File: config.mk
export PLATFORM = sky130hd
export DESIGN_NAME = apb_arbiter
export DESIGN_NICKNAME = d
export VERILOG_FILES = /design/src/rtl/apb_arb_pkg.sv /design/src/rtl/apb_rr_picker.sv /design/src/rtl/apb_arbiter.sv
export SDC_FILE = /design/constraint.sdc
export NUM_CORES = 1
export LEC_CHECK = 0
export CORE_UTILIZATION = 45
export CTS_BUF_LIST = sky130_fd_sc_hd__clkbuf_2 sky130_fd_sc_hd__clkbuf_4 sky130_fd_sc_hd__clkbuf_8
export DETAILED_ROUTE_END_ITERATION = 10
export PLACE_DENSITY = 0.89
export SYNTH_ARGS = -nofsm -noshare
export SYNTH_HDL_FRONTEND = slang
export SYNTH_SLANG_ARGS = --single-unit
File: constraint.sdc
create_clock -name clk -period 7.3 [get_ports clk]
set_input_delay 1.825 -clock clk [delete_from_list [all_inputs] [get_ports clk]]
set_output_delay 1.825 -clock clk [all_outputs]
set_load 0.05 [all_outputs]
File: src/rtl/apb_arb_pkg.sv
// Shared types and widths for the APB requester arbiter.
package apb_arb_pkg;

    localparam int ADDR_W = 12;
    localparam int DATA_W = 32;

    typedef enum logic [1:0] {
        ST_IDLE    = 2'd0,
        ST_BUSY    = 2'd1,
        ST_RELEASE = 2'd2
    } state_t;

endpackage

File: src/rtl/apb_rr_picker.sv
// Combinational round-robin search: first set request after i_last, wrapping.
module apb_rr_picker #(
    parameter int NUM_REQ = 4,
    parameter int IDX_W   = (NUM_REQ > 1) ? $clog2(NUM_REQ) : 1
) (
    input  logic [NUM_REQ-1:0] i_req,
    input  logic [IDX_W-1:0]   i_last,
    output logic [NUM_REQ-1:0] o_gnt,
    output logic [IDX_W-1:0]   o_idx,
    output logic               o_valid
);

    logic [IDX_W-1:0] w_cand;

    always_comb begin
        o_gnt   = '0;
        o_idx   = '0;
        o_valid = 1'b0;
        w_cand  = '0;
        // i == NUM_REQ wraps back to the last owner, so it is considered last
        for (int i = 1; i <= NUM_REQ; i++) begin
            w_cand = IDX_W'((int'(i_last) + i) % NUM_REQ);
            if (!o_valid && i_req[w_cand]) begin
                o_valid       = 1'b1;
                o_idx         = w_cand;
                o_gnt[w_cand] = 1'b1;
            end
        end
    end

endmodule

File: src/rtl/apb_arbiter.sv
// Round-robin arbiter sharing one apb_master port among NUM_REQ requesters,
// with a BUSY-cycle timeout that forces completion with err_o.
module apb_arbiter
    import apb_arb_pkg::*;
#(
    parameter int NUM_REQ = 4,
    parameter int TIMEOUT = 64
) (
    input  logic                           clk,
    input  logic                           rst,
    input  logic [NUM_REQ-1:0]             req_i,
    input  logic [NUM_REQ-1:0][ADDR_W-1:0] addr_i,
    input  logic [NUM_REQ-1:0]             wr_i,
    input  logic [NUM_REQ-1:0][DATA_W-1:0] wdata_i,
    output logic [NUM_REQ-1:0]             gnt_o,
    output logic [NUM_REQ-1:0]             done_o,
    output logic                           err_o,
    output logic                           m_sel,
    output logic                           m_wr,
    output logic [ADDR_W-1:0]              m_addr,
    output logic [DATA_W-1:0]              m_wdata,
    input  logic                           m_ready
);

    localparam int IDX_W = (NUM_REQ > 1) ? $clog2(NUM_REQ) : 1;
    localparam int CNT_W = $clog2(TIMEOUT) + 1;

    state_t               r_state, w_state_nxt;
    logic [CNT_W-1:0]     r_cnt, w_cnt_nxt;
    logic [IDX_W-1:0]     r_last, w_last_nxt;
    logic [NUM_REQ-1:0]   r_gnt, w_gnt_nxt;
    logic [NUM_REQ-1:0]   r_done, w_done_nxt;
    logic                 r_err, w_err_nxt;
    logic                 r_sel, w_sel_nxt;
    logic                 r_wr, w_wr_nxt;
    logic [ADDR_W-1:0]    r_addr, w_addr_nxt;
    logic [DATA_W-1:0]    r_wdata, w_wdata_nxt;

    logic [NUM_REQ-1:0]   w_win;
    logic [IDX_W-1:0]     w_idx;
    logic                 w_valid;
    logic                 w_cmpl;
    logic                 w_tout;

    apb_rr_picker #(
        .NUM_REQ (NUM_REQ),
        .IDX_W   (IDX_W)
    ) u_picker (
        .i_req   (req_i),
        .i_last  (r_last),
        .o_gnt   (w_win),
        .o_idx   (w_idx),
        .o_valid (w_valid)
    );

    // First two BUSY cycles cover apb_master IDLE->SETUP->ACCESS; ready is ignored there
    assign w_cmpl = (r_cnt >= CNT_W'(2)) && m_ready;
    assign w_tout = (r_cnt == CNT_W'(TIMEOUT - 1));

    always_ff @(posedge clk or negedge rst) begin
        if (!rst) begin
            r_state <= ST_IDLE;
        end else begin
            r_state <= w_state_nxt;
        end
    end

    always_comb begin
        w_state_nxt = r_state;
        case (r_state)
            ST_IDLE:    if (w_valid) w_state_nxt = ST_BUSY;
            ST_BUSY:    if (w_cmpl || w_tout) w_state_nxt = ST_RELEASE;
            ST_RELEASE: w_state_nxt = ST_IDLE;
            default:    w_state_nxt = ST_IDLE;
        endcase
    end

    always_comb begin
        w_gnt_nxt   = r_gnt;
        w_done_nxt  = '0;
        w_err_nxt   = 1'b0;
        w_sel_nxt   = r_sel;
        w_wr_nxt    = r_wr;
        w_addr_nxt  = r_addr;
        w_wdata_nxt = r_wdata;
        w_last_nxt  = r_last;
        w_cnt_nxt   = '0;
        case (r_state)
            ST_IDLE: begin
                if (w_valid) begin
                    w_gnt_nxt   = w_win;
                    w_sel_nxt   = 1'b1;
                    w_wr_nxt    = wr_i[w_idx];
                    w_addr_nxt  = addr_i[w_idx];
                    w_wdata_nxt = wdata_i[w_idx];
                    w_last_nxt  = w_idx;
                end
            end
            ST_BUSY: begin
                if (w_cmpl || w_tout) begin
                    w_done_nxt = r_gnt;
                    w_err_nxt  = !w_cmpl;
                    w_gnt_nxt  = '0;
                    w_sel_nxt  = 1'b0;
                end else begin
                    w_cnt_nxt = r_cnt + CNT_W'(1);
                end
            end
            default: begin
                w_sel_nxt = 1'b0;
            end
        endcase
    end

    always_ff @(posedge clk or negedge rst) begin
        if (!rst) begin
            r_cnt   <= '0;
            r_last  <= IDX_W'(NUM_REQ - 1);
            r_gnt   <= '0;
            r_done  <= '0;
            r_err   <= 1'b0;
            r_sel   <= 1'b0;
            r_wr    <= 1'b0;
            r_addr  <= '0;
            r_wdata <= '0;
        end else begin
            r_cnt   <= w_cnt_nxt;
            r_last  <= w_last_nxt;
            r_gnt   <= w_gnt_nxt;
            r_done  <= w_done_nxt;
            r_err   <= w_err_nxt;
            r_sel   <= w_sel_nxt;
            r_wr    <= w_wr_nxt;
            r_addr  <= w_addr_nxt;
            r_wdata <= w_wdata_nxt;
        end
    end

    assign gnt_o   = r_gnt;
    assign done_o  = r_done;
    assign err_o   = r_err;
    assign m_sel   = r_sel;
    assign m_wr    = r_wr;
    assign m_addr  = r_addr;
    assign m_wdata = r_wdata;

endmodule

==> reports/metrics.cfg <==
[outcome]
status=finished clean

[grt]
grt_use_met1_pct=34.2
overflow=0
grt_use_met2_pct=51.0
grt_pass1_wl_mm=25.7
grt_busiest_layer=met2
antenna_found_initial=0
use_met3_pct=7.89
grt_max_degree=66
grt_pass1_vias=5065
grt.total_usage_pct=30.2

[worst_setup_path]
slowest_delay_ps=960
cp_slowest_cell=nor2_4
critPathMaxFanout=38
path_common_cell=mux2i_1
path_cells=clkdlybuf4s50_1 > mux2i_1 > mux2i_1 > nor2_4 > o22a_2 > buf_4 > mux2i_1 > o211ai_1
crit_path_end_kind=flop
cp.required_ps=7490
rr_worst_depth=9
rrSetupSlack_ps=2560
cp-start-kind=input port
reg2reg_from=r_last[0]
r2r_end=m_wdata[8]
path_class=in -> reg
crit_arrival_ps=5450

[clock_network]
ctsHoldBuffers=0
clockBufferDepth=2
htreeDepth=3
cts-root-buf=clkbuf_8
post_cts_buffers=0
clock_latency_ps=350
clk_pin_slew_ps=70
cts_tree=yes
cts.sinks=65
cts_inserted_buffers=9
post_cts_resized=0

[logic_synthesis]
ys.flop_type=dfrtp_1
synth_edf_count=0
synth_most_common_cell=mux2i_1
synth_top_area_share_pct=33.5
async_flop_share_pct=100
yosysUniqueCellTypes=49
netlist_top_cells_area=dfrtp_1, mux2i_1, a2bb2oi_1, a22oi_1, o211ai_1
synth-xor-area-share_pct=0.931
synthAdderAreaFrac_pct=2.66
synthMuxAreaShare_pct=21.2
ys_top_cells_by_count=mux2i_1, dfrtp_1, a22oi_1
synth_compound_area_share_pct=28.3
syn_area_per_cell_um2=10.7
synth_top_family_by_area=compound AO/OA/AOI/OAI gates
synthSimpleGateAreaFrac_pct=5.90
ys_ff_latch=65
ys_warn_count=0
netlist_area_um2=4700
ys_seq_area_share_pct=34.6
synth_largest_area_cell=dfrtp_1
syn-instance-count=439
synth_nets=636

[sta]
slew_headroom_pct=24.2
setup_viol=0
min_period_ps=5260
final.setup.tns_ps=0
timing.final.crit_share_pct=72.1
rsz0062_at_grt=no
timing.fmax_ghz=0.190
worstMarginPinSlew_ps=1140
maxSlewViolCount=0
hold_viol=0
timing.hold.ws_ps=499
clock_skew_ps=14.1

[route]
remaining_drc_errors=0
drt_iter0_drc=282
wl_per_cell_um=20.9
drt_wl_total_mm=16.6
viasPerCell=6.07
first_pass_iters=4
num_vias=4818
ant_nets=0

[floorplanning]
die_height_um=104
core_um2=9950
dieArea_um2=10900
start_util_pct=47.3
io_pins=242
row_count=36
die_x_um=104

[hold_path]
hold_depth=1
min_from=r_cnt[0]
hold_class=reg -> reg
min_to=r_cnt[0]

[final_layout]
final_area_um2=7270
nets=853
nFillCells=736
drive_gt1_share_pct=5.75
diodes=0
area_delta_synth_final_pct=54.5

[power_and_ir_drop]
power_density_nw_per_um2=464
leakage_nw=3.02
vdd.ir_drop.worst_uv=320

[place]
dp_hpwl_mm=12.0
io_buffers=241
place_congestion=0.859
place_area_um2=7050

[run]
cap_viol_max_count=0

==> how the worst max path moves through the flow <==
| stage | endpoint | startpoint | slack [ps] |
|---|---|---|---|
| 2_1_floorplan | m_addr[0] | req_i[2] | 3680 |
| 3_3_place_gp | m_addr[5] | req_i[2] | 1910 |
| 3_5_place_dp | m_wdata[8] | req_i[2] | 1730 |
| 4_1_cts | m_wdata[8] | req_i[2] | 2090 |
| 5_1_grt | m_wdata[9] | req_i[2] | 1860 |
| 6_report | m_wdata[8] | req_i[2] | 2040 |
==> through the flow <==
stage | total power [mW] | setup WS [ps] | utilization, % | cells
floorplan | 2.50 | 3680 | - | 439
detailed placement | 3.03 | 1730 | 70.8 | 778
global placement | 2.96 | 1910 | 70.8 | 778
global route | 3.54 | 1860 | 73.0 | 794
finish | 3.37 | 2040 | 73.0 | 794
CTS | 3.37 | 2090 | 73.0 | 794
==> worst max-delay path: cells and delay by family <==
kind,cells,cell delay [ps]
multiplexers,3,900
AND/OR/NAND/NOR,1,960
buffers and inverters,2,1160
AO/OA/AOI/OAI,2,530
==> area by class of cell <==
type	instances	area, um2	share of cell area, %
sequential	65	1630	22.4
tap	133	166	2.29
timing repair buffer	247	2450	33.7
multi-input combinational	329	2790	38.4
clock buffer	14	180	2.48
clock inverter	2	35.0	0.482
inverter	4	15.0	0.207
==> flip-flops by register name, summed over array words and instances, names as in the netlist <==
signal,flops
m_wdata,32
m_addr,12
r_last,2
gnt_o,4
err_o,1
m_wr,1
r_state,2
r_cnt,7
done_o,4
==> logic make-up (layout without fill, tap and decap cells) <==
kind of cell / after synthesis / count (layout)
buf+inv: 45 / 267
simple gates: 49 / 49
compound gates: 168 / 168
xor+xnor: 5 / 5
fa+ha+maj: 10 / 10
mux: 97 / 97
flops: 65 / 65
==> report_power, final <==
part / total (mW) / internal [mW] / switching (mW)
sequential: 0.647 / 0.524 / 0.123
clock: 0.334 / 0.193 / 0.141
combinational: 2.39 / 1.01 / 1.37
==> cells in the final DEF (no fill, tap or decap), drive strengths merged, types with 2 or more instances in the layout <==
cell,n
a211o,2
a21oi,5
a221oi,5
a22oi,48
a2bb2oi,44
and2,4
and3,3
buf,7
clkbuf,14
clkdlybuf4s50,240
dfrtp,63
dfstp,2
ha,10
inv,4
mux2i,95
mux4,2
nand2,10
nand2b,5
nor2,14
nor2b,2
nor3,3
nor3b,3
o211ai,45
o21a,2
o21ai,3
o21bai,4
o22ai,5
xnor2,4
==> layer usage <==
metal | vias up | wire length [um]
met5 | - | 0
met4 | 0 | 850
met3 | 62 | 1150
met2 | 241 | 8210
met1 | 2341 | 6380
li1 | 2174 | -
No activity file was read; power rests on OpenSTA's default activity.
